--- src/rtl/bc_imem_loader.sv ---
// ---------------------------------------------------------------------------
// bc_imem_loader
//
// Boot-time instruction memory loader. A byte stream carries a 4-byte word
// count N (LSB first), N 32-bit instruction words (each LSB first) and a
// trailing 8-bit XOR checksum over the payload bytes. Each assembled word is
// written to instruction memory at BASE_ADDR + k. The processor fetch stage
// is held while a load is in progress or has failed.
//
// Ports
//   i_clk             : clock, all state changes on the rising edge
//   i_rst             : synchronous active-high reset
//   i_start           : arm a load (honoured in IDLE or ERR only)
//   i_byte_valid      : stream byte offered
//   i_byte            : stream byte
//   o_byte_ready      : loader accepts i_byte this cycle (HDR, DATA, CHK)
//   o_mem_wen         : memory write enable (one cycle per word)
//   o_mem_wdata_valid : write data valid, identical to o_mem_wen
//   o_mem_waddr       : memory word address, held between writes
//   o_mem_wdata       : memory write word, held between writes
//   o_core_hold       : keep the fetch stage in reset (HDR, DATA, CHK, ERR)
//   o_done            : one-cycle pulse on a successful load
//   o_err             : sticky load error, cleared by i_start or i_rst
//   o_words_written   : words written by the current or last load
// ---------------------------------------------------------------------------
module bc_imem_loader #(
   parameter int unsigned DATA_WIDTH = 32,
   parameter int unsigned ADDR_WIDTH = 32,
   parameter int unsigned BASE_ADDR  = 0,
   parameter int unsigned MAX_WORDS  = 1024
) (
   input  logic                  i_clk,
   input  logic                  i_rst,
   input  logic                  i_start,
   input  logic                  i_byte_valid,
   input  logic [7:0]            i_byte,
   output logic                  o_byte_ready,
   output logic                  o_mem_wen,
   output logic                  o_mem_wdata_valid,
   output logic [ADDR_WIDTH-1:0] o_mem_waddr,
   output logic [DATA_WIDTH-1:0] o_mem_wdata,
   output logic                  o_core_hold,
   output logic                  o_done,
   output logic                  o_err,
   output logic [ADDR_WIDTH-1:0] o_words_written
);

   localparam logic [ADDR_WIDTH-1:0] BASE_A = ADDR_WIDTH'(BASE_ADDR);
   localparam logic [ADDR_WIDTH-1:0] ONE_A  = ADDR_WIDTH'(1);
   localparam logic [31:0]           MAX_N  = 32'(MAX_WORDS);

   typedef enum logic [2:0] {
      S_IDLE = 3'd0,
      S_HDR  = 3'd1,
      S_DATA = 3'd2,
      S_CHK  = 3'd3,
      S_DONE = 3'd4,
      S_ERR  = 3'd5
   } state_e;

   // States in which the stream is consumed.
   function automatic logic f_ready(input state_e s);
      return (s == S_HDR) || (s == S_DATA) || (s == S_CHK);
   endfunction

   // States in which the core must stay held.
   function automatic logic f_hold(input state_e s);
      return (s == S_HDR) || (s == S_DATA) || (s == S_CHK) || (s == S_ERR);
   endfunction

   state_e                  state_q, state_d;
   logic [1:0]              byte_cnt_q, byte_cnt_d;
   logic [31:0]             asm_q, asm_d;
   logic [31:0]             n_q, n_d;
   logic [31:0]             k_q, k_d;
   logic [7:0]              xor_q, xor_d;
   logic                    ready_q, ready_d;
   logic                    wen_q, wen_d;
   logic [ADDR_WIDTH-1:0]   waddr_q, waddr_d;
   logic [DATA_WIDTH-1:0]   wdata_q, wdata_d;
   logic                    hold_q, hold_d;
   logic                    done_q, done_d;
   logic                    err_q, err_d;
   logic [ADDR_WIDTH-1:0]   words_q, words_d;

   logic                    accept_s;
   logic [31:0]             asm_next_s;

   // Next-state, datapath and registered-output computation.
   always_comb begin
      state_d    = state_q;
      byte_cnt_d = byte_cnt_q;
      asm_d      = asm_q;
      n_d        = n_q;
      k_d        = k_q;
      xor_d      = xor_q;
      wen_d      = 1'b0;
      waddr_d    = waddr_q;
      wdata_d    = wdata_q;
      words_d    = words_q;

      // ready_q is a registered copy of f_ready(state_q), so it is the
      // handshake qualifier for the current state.
      accept_s   = i_byte_valid & ready_q;
      // Bytes arrive LSB first: shift right so byte 0 ends in bits [7:0].
      asm_next_s = {i_byte, asm_q[31:8]};

      case (state_q)
         S_IDLE, S_ERR: begin
            if (i_start) begin
               state_d    = S_HDR;
               byte_cnt_d = 2'd0;
               asm_d      = 32'd0;
               n_d        = 32'd0;
               k_d        = 32'd0;
               xor_d      = 8'd0;
               words_d    = {ADDR_WIDTH{1'b0}};
            end else begin
               state_d    = state_q;
            end
         end

         S_HDR: begin
            if (accept_s) begin
               asm_d      = asm_next_s;
               byte_cnt_d = byte_cnt_q + 2'd1;
               if (byte_cnt_q == 2'd3) begin
                  n_d = asm_next_s;
                  if (asm_next_s > MAX_N) begin
                     state_d = S_ERR;
                  end else if (asm_next_s == 32'd0) begin
                     state_d = S_CHK;
                  end else begin
                     state_d = S_DATA;
                  end
               end else begin
                  state_d = S_HDR;
               end
            end else begin
               state_d = S_HDR;
            end
         end

         S_DATA: begin
            if (accept_s) begin
               asm_d      = asm_next_s;
               xor_d      = xor_q ^ i_byte;
               byte_cnt_d = byte_cnt_q + 2'd1;
               if (byte_cnt_q == 2'd3) begin
                  // Registered write: appears the cycle after the 4th byte,
                  // while the stream keeps flowing.
                  wen_d   = 1'b1;
                  waddr_d = BASE_A + ADDR_WIDTH'(k_q);
                  wdata_d = DATA_WIDTH'(asm_next_s);
                  words_d = words_q + ONE_A;
                  k_d     = k_q + 32'd1;
                  if (k_q == (n_q - 32'd1)) begin
                     state_d = S_CHK;
                  end else begin
                     state_d = S_DATA;
                  end
               end else begin
                  state_d = S_DATA;
               end
            end else begin
               state_d = S_DATA;
            end
         end

         S_CHK: begin
            if (accept_s) begin
               if (i_byte == xor_q) begin
                  state_d = S_DONE;
               end else begin
                  state_d = S_ERR;
               end
            end else begin
               state_d = S_CHK;
            end
         end

         S_DONE: begin
            state_d = S_IDLE;
         end

         default: begin
            state_d = S_IDLE;
         end
      endcase

      // Status outputs are registered decodes of the next state so that
      // they line up exactly with state_q in the following cycle.
      ready_d = f_ready(state_d);
      hold_d  = f_hold(state_d);
      done_d  = (state_d == S_DONE);
      err_d   = (state_d == S_ERR);
   end

   // State and output registers with synchronous reset.
   always_ff @(posedge i_clk) begin
      if (i_rst) begin
         state_q    <= S_IDLE;
         byte_cnt_q <= 2'd0;
         asm_q      <= 32'd0;
         n_q        <= 32'd0;
         k_q        <= 32'd0;
         xor_q      <= 8'd0;
         ready_q    <= 1'b0;
         wen_q      <= 1'b0;
         waddr_q    <= {ADDR_WIDTH{1'b0}};
         wdata_q    <= {DATA_WIDTH{1'b0}};
         hold_q     <= 1'b0;
         done_q     <= 1'b0;
         err_q      <= 1'b0;
         words_q    <= {ADDR_WIDTH{1'b0}};
      end else begin
         state_q    <= state_d;
         byte_cnt_q <= byte_cnt_d;
         asm_q      <= asm_d;
         n_q        <= n_d;
         k_q        <= k_d;
         xor_q      <= xor_d;
         ready_q    <= ready_d;
         wen_q      <= wen_d;
         waddr_q    <= waddr_d;
         wdata_q    <= wdata_d;
         hold_q     <= hold_d;
         done_q     <= done_d;
         err_q      <= err_d;
         words_q    <= words_d;
      end
   end

   assign o_byte_ready      = ready_q;
   assign o_mem_wen         = wen_q;
   assign o_mem_wdata_valid = wen_q;
   assign o_mem_waddr       = waddr_q;
   assign o_mem_wdata       = wdata_q;
   assign o_core_hold       = hold_q;
   assign o_done            = done_q;
   assign o_err             = err_q;
   assign o_words_written   = words_q;

endmodule

--- config.mk ---
export PLATFORM = sky130hd
export DESIGN_NAME = bc_imem_loader
export DESIGN_NICKNAME = d
export VERILOG_FILES = /design/src/rtl/bc_imem_loader.sv
export SDC_FILE = /design/constraint.sdc
export NUM_CORES = 1
export LEC_CHECK = 0
export ABC_AREA = 1
export ABC_CLOCK_PERIOD_IN_PS = 2400
export CELL_PAD_IN_SITES_DETAIL_PLACEMENT = 1
export CELL_PAD_IN_SITES_GLOBAL_PLACEMENT = 1
export CORE_MARGIN = 4
export CORE_UTILIZATION = 41
export CTS_CLUSTER_DIAMETER = 120
export DETAILED_ROUTE_END_ITERATION = 7
export GPL_ROUTABILITY_DRIVEN = 0
export PLACE_DENSITY = 0.86
export RECOVER_POWER = 50
export SYNTH_ARGS = -nofsm -noshare
export SYNTH_HDL_FRONTEND = slang
export SYNTH_SLANG_ARGS = --single-unit
--- constraint.sdc ---
create_clock -name i_clk -period 2.4 [get_ports i_clk]
set_input_delay 0.48 -clock i_clk [delete_from_list [all_inputs] [get_ports i_clk]]
set_output_delay 0.48 -clock i_clk [all_outputs]
set_load 0.02 [all_outputs]
==> metrics.json, run 1 <==
{
  "status": "complete, no violations",
  "maxSlewViolCount": 0,
  "timing.critical_path.arrival_ns": 2.71,
  "drive_gt1_frac": 0.0986,
  "synthesis.instances": 1471,
  "start_kind": "flip-flop",
  "multi_input_comb_area_mm2": 0.00540,
  "leakage_nw": 5.51,
  "timing.final.hold_violations": 0,
  "post-route-worst-setup-slack_ns": 0.135,
  "grt_pass1_vias": 11200,
  "core.rowCount": 57,
  "layout_commonest_cell": "nand2_1",
  "dieArea_mm2": 0.0274,
  "synthesis.area_per_instance_um2": 6.92,
  "worst_ep_required_time_ns": 2.85,
  "mostFrequentLayoutCells": "nand2_1, nor2_1, dfxtp_1",
  "pwr_density_cell_mw_per_mm2": 667,
  "netlist-cell-type-count": 47,
  "drc_errors": 0,
  "finalSetupViolCount": 0,
  "fp.dieH_um": 166,
  "pin_count_of_the_biggest_net_entering_global_routing": 89,
  "layout.nets": 1632,
  "postSynth.asyncResetShare": 0,
  "min-delay-path-class": "input port to flip-flop",
  "vias_per_cell": 5.52,
  "rsz0062_at_grt": "false",
  "area.sequential_mm2": 0.00404,
  "timing.critical_path.fanout_max": 5,
  "vdd_drop_max_v": 0.000479,
  "ys.warnings.count": 0,
  "area_growth_pct": 26.5,
  "grt_util_all_layers": 0.254,
  "max-cap-violations": 0,
  "route.vias.total": 10800,
  "timing.critical_path.to_type": "flip-flop",
  "routedWlPerCell_um": 18.5,
  "cts_hold_repair.buffers": 0,
  "die-width_um": 166,
  "detailedPlacementHpwl_mm": 26.3,
  "worst_slew_margin_rel": 0.347,
  "timing.clock.skew_ns": 0.0186,
  "drt-total-wl_mm": 36.2,
  "whs_ns": 0.429,
  "drt_first_pass_iters": 5,
  "fp.coreArea_mm2": 0.0244,
  "cts_root_buf": "clkbuf_16",
  "clock_path_buffers": 3,
  "dp_slack_ns": -0.311,
  "fill_cells": 3123,
  "synthFlopType": "dfxtp_1",
  "clock_latency_ns": 0.52,
  "antenna_violations_before_repair": 0,
  "grt_overflow": 0,
  "final_antenna_net_count": 0,
  "first_pass_grt_wire_length_mm": 58.4,
  "insertedDiodeCount": 0,
  "cts_buffers": 23,
  "postSynthNetCount": 1487,
  "numClockSinks": 202,
  "cts.clk_slew.worst_paths_ns": 0.07,
  "ioPinCount": 114,
  "netlist_area_mm2": 0.0102,
  "total_power_mw": 8.59,
  "cts_tree": "done",
  "synth_edf_count": 0,
  "number_of_levels_the_h_tree_was_split_into": 1,
  "worst_pin_slew_ns": 0.980,
  "ys_seq_elements": 202,
  "fmaxAchievable_mhz": 442,
  "path_class": "flip-flop to flip-flop",
  "dr.first_iter.drc_count": 655,
  "finalCritPeriodShare": 0.944,
  "period_needed_ns": 2.26,
  "synth-seq-area-share": 0.397,
  "starting_utilization_of_the_core_area": 0.418,
  "portBuffers": 113
}
[cells by family (layout without fill, tap and decap cells)]
kind of cell    after synthesis  in the layout  share of synthesized area
flops                       202            202                      0.397
compound gates              283            283                      0.158
xor+xnor                     57             57                     0.0490
buf+inv                     204            366                     0.0779
fa+ha+maj                     4              4                    0.00491
simple gates                721            721                      0.313
[metrics by stage]
stage,instance area (µm²),instances,util,TNS [ns]
final,12900,1957,0.528,0
after global routing,12900,1957,0.528,0
after CTS,12800,1956,0.527,0
after detailed placement,12000,1914,0.493,-5.60
after global placement,12000,1914,0.493,-1.81
after floorplan,10200,1471,-,0
[sequential cells by signal, indices dropped and copies added (netlist names), 2 cells and up]
register and count:
asm_q 24, byte_cnt_q 2, k_q 32, n_q 32
o_mem_waddr 32, o_mem_wdata 32, o_words_written 32, state_q 3
xor_q 8
[worst max-delay path, cell delays in order, from the launching register on]
cell and delay (ns):
dfxtp_1 0.37, nor2_1 0.17, nand3_1 0.26, nor2_1 0.29
nand2_1 0.09, nand2_1 0.07, nand2_1 0.04, nor2_1 0.10
nand3_1 0.12, nor2_1 0.13, nand3_2 0.18, nand2_1 0.14
nand3_1 0.08, nor2_1 0.14
[per-layer routing]
| layer | routed length [µm] | track usage | vias to the layer above |
|---|---|---|---|
| met5 | 0 | 0 | - |
| met4 | 1320 | 0.0839 | 0 |
| li1 | - | - | 5145 |
| met3 | 1500 | 0.0310 | 90 |
| met1 | 15600 | 0.320 | 5284 |
| met2 | 17800 | 0.450 | 281 |
[cell type report]
cell class / instances / area share
clock buffers: 28 / 0.0484
clock inverters: 14 / 0.0144
inverters: 137 / 0.0405
multi-input cells: 1065 / 0.419
flip-flops and latches: 202 / 0.314
well taps: 324 / 0.0315
repair buffers: 187 / 0.132
[repair_timing]
item / in CTS / in global routing
gates resized for setup: 1 / 15
endpoints found under the setup margin: 3 / 30
pin swaps: 0 / 2
buffers inserted: 0 / 1
[synth_stat cells (4+ instances only)]
master / count / area, µm²
nor4_1: 9 / 56.3
buf_2: 8 / 40.0
o21bai_1: 4 / 30.0
nor3_2: 5 / 50.1
inv_1: 127 / 477
nand3b_1: 23 / 173
ha_1: 4 / 50.1
xor2_1: 30 / 263
dfxtp_1: 202 / 4040
o21ai_0: 93 / 465
xnor2_1: 27 / 236
nand2_1: 278 / 1040
nand4_1: 40 / 250
nor2_2: 5 / 31.3
o211a_1: 6 / 60.1
o21ai_1: 7 / 35.0
nor2_1: 241 / 905
nand3_1: 54 / 270
a21oi_1: 120 / 601
clkbuf_1: 52 / 195
or2_2: 4 / 25.0
inv_2: 8 / 30.0
nor3_1: 47 / 235
o21a_1: 5 / 37.5
a22oi_1: 25 / 188
a211oi_1: 18 / 135
[worst paths after layout]
kind              slack [ns]                  from  cells after the start                          end
setup reg to reg        0.14   n_q[4]$_SDFFE_PP0P_                     13             o_err$_SDFF_PP0_
hold reg to reg         0.49  n_q[31]$_SDFFE_PP0P_                      2         n_q[31]$_SDFFE_PP0P_
hold / removal          0.43                 i_rst                      4  o_mem_wdata[5]$_SDFFE_PP0P_
setup / recovery        0.14   n_q[4]$_SDFFE_PP0P_                     13             o_err$_SDFF_PP0_
[where the power goes]
| group | internal (mW) | switching, mW | leakage (nW) |
|---|---|---|---|
| sequential | 3.42 | 0.0730 | 1.63 |
| clock | 2.29 | 1.47 | 0.393 |
| combinational | 0.475 | 0.863 | 3.49 |
| total | 6.18 | 2.41 | 5.51 |
(Power assumes the default switching activity.)
==> run 2, diff against run 1 <==
--- a/config.mk
+++ b/config.mk
@@ -9,7 +9,8 @@
 export ABC_CLOCK_PERIOD_IN_PS = 2400
 export CELL_PAD_IN_SITES_DETAIL_PLACEMENT = 1
 export CELL_PAD_IN_SITES_GLOBAL_PLACEMENT = 1
-export CORE_MARGIN = 4
+export CORE_ASPECT_RATIO = 1.2
+export CORE_MARGIN = 8
 export CORE_UTILIZATION = 41
 export CTS_CLUSTER_DIAMETER = 120
 export DETAILED_ROUTE_END_ITERATION = 7
==> run 2 against run 1 <==
Routed wire length increased by 5.6%. Die area increased by 10%. Combinational power about the same. Utilization decreased by 0.89 points. Flip-flop and latch count unchanged. Via count increased by 0.43%. Final area decreased by 0.86%. Critical endpoint is now o_mem_wdata[2]$_SDFFE_PP0P_. Clock skew decreased by 0.0017 ns. Total power decreased by 4.9%.
==> metrics.json, run 2 (same netlist as run 1, synthesis figures left out) <==
{
  "status": "complete, no violations",
  "cts_buffers": 23,
  "max_stage_delay_ns": 0.58,
  "worstPathCellList": "clkdlybuf4s50_1, nand2_1, inv_1, nand2_1, buf_4, nor2_4, clkbuf_2, buf_12, o21ai_0, a21oi_1",
  "vdd_drop_max_v": 0.000565,
  "dr.first_iter.drc_count": 595,
  "numClockSinks": 202,
  "starting_utilization_of_the_core_area": 0.414,
  "finalCritPeriodShare": 0.932,
  "max-cap-violations": 0,
  "core.rowCount": 63,
  "drt_first_pass_iters": 5,
  "grt_util_all_layers": 0.246,
  "fill_cells": 3185,
  "number_of_levels_the_h_tree_was_split_into": 1,
  "fp.coreArea_mm2": 0.0246,
  "worst_ep_required_time_ns": 2.86,
  "mostFrequentLayoutCells": "nand2_1, nor2_1, dfxtp_1",
  "crit_path_top_delay_cell": "clkbuf_2",
  "clock_latency_ns": 0.53,
  "cts_hold_repair.buffers": 0,
  "drc_errors": 0,
  "cp_common_cell": "nand2_1",
  "layout.nets": 1634,
  "grt_overflow": 0,
  "clock_path_buffers": 3,
  "ioPinCount": 114,
  "dieArea_mm2": 0.0302,
  "drt-total-wl_mm": 38.2,
  "fp.dieH_um": 189,
  "layout.cells.non_filler": 1960,
  "min-delay-path-class": "input port to flip-flop",
  "cpLargestDelayFamily": "buffers and inverters",
  "fmaxAchievable_mhz": 447,
  "drive_gt1_frac": 0.0942,
  "die-width_um": 160,
  "worst_pin_slew_ns": 0.969,
  "timing.critical_path.fanout_max": 52,
  "insertedDiodeCount": 0,
  "maxSlewViolCount": 0,
  "timing.final.hold_violations": 0,
  "timing.critical_path.to_type": "flip-flop",
  "pwr_density_cell_mw_per_mm2": 639,
  "post_cts.resized_instances": 0,
  "routedWlPerCell_um": 19.5,
  "timing.critical_path.arrival_ns": 2.70,
  "grt_pass1_vias": 11600,
  "worstPathBufferInverterCount": 5,
  "first_pass_grt_wire_length_mm": 60.9,
  "worst_slew_margin_rel": 0.354,
  "timing.clock.skew_ns": 0.0169,
  "antenna_violations_before_repair": 0,
  "layout_commonest_cell": "nand2_1",
  "cts.clk_slew.worst_paths_ns": 0.06,
  "cts_root_buf": "clkbuf_16",
  "area_growth_pct": 25.4,
  "finalSetupViolCount": 0,
  "portBuffers": 113,
  "leakage_nw": 5.42,
  "detailedPlacementHpwl_mm": 28.8,
  "summed_negative_setup_slack_over_all_endpoints_ns": 0,
  "cts_tree": "done",
  "vias_per_cell": 5.53,
  "final_antenna_net_count": 0,
  "area.sequential_mm2": 0.00404,
  "cell_total_after_placement": 1918,
  "cts.repair_timing.setup_buffer_count": 0,
  "multi_input_comb_area_mm2": 0.00537,
  "route.vias.total": 10800,
  "pin_count_of_the_biggest_net_entering_global_routing": 89,
  "start_kind": "input port",
  "path_class": "input port to flip-flop",
  "period_needed_ns": 2.24
}
run 2: cell count changes in the layout (fill, tap and decap cells not counted), sizes merged:
cell and change:
clkdlybuf4s50 +15, bufinv -4, clkbuf +3, buf +2
clkinvlp -1, dlygate4sd3 -15, clkinv +1, inv +1
run 2: per-layer routing:
layer	GRT usage	wire length [µm]
met4	0.143	2280
met3	0.0408	1780
met5	0	0
met2	0.451	19400
met1	0.262	14800
run 2: path summary, 6_finish.rpt:
path / startpoint / depth (start not counted) / to / slack (ns)
min reg2reg: n_q[31]$_SDFFE_PP0P_ / 2 / n_q[31]$_SDFFE_PP0P_ / 0.48
max reg2reg: k_q[11]$_SDFFE_PP0P_ / 9 / k_q[26]$_SDFFE_PP0P_ / 0.18
max: i_byte_valid / 10 / o_mem_wdata[2]$_SDFFE_PP0P_ / 0.16
min: i_rst / 4 / state_q[2]$_SDFF_PP0_ / 0.39
run 2: where the power goes:
part           leakage, nW  switching (mW)  internal, mW
logic                 3.44           0.853         0.470
registers             1.63          0.0714          3.42
clock network        0.342            1.50          1.85
total                 5.42            2.43          5.74
run 2: layout make-up:
class | count | area share
inverter | 137 | 0.0404
timing repair buffer | 189 | 0.136
sequential | 202 | 0.317
clock buffer | 31 | 0.0490
tap | 325 | 0.0318
multi-input combinational | 1065 | 0.420
clock inverter | 11 | 0.00617
run 2: stage by stage:
stage               hold WS [ns]  instance area, µm²  total power, mW  utilization  setup slack [ns]
global route               0.399               12800             8.49        0.519           -0.0744
floorplan                  0.455               10200             4.41            -             0.503
global placement           0.467               12100             4.81        0.491            -0.116
detailed placement         0.468               12100             4.86        0.491            -0.244
CTS                        0.364               12800             8.20        0.520            0.0982
finish                     0.388               12800             8.17        0.519             0.164
run 2: worst register-to-register path: cells and delay by family, from the launching register on:
kind,cells,cell delay (ns)
buf+inv,1,0.20
simple gates,6,1.08
compound gates,1,0.05
xor+xnor,1,0.23
flops,1,0.51
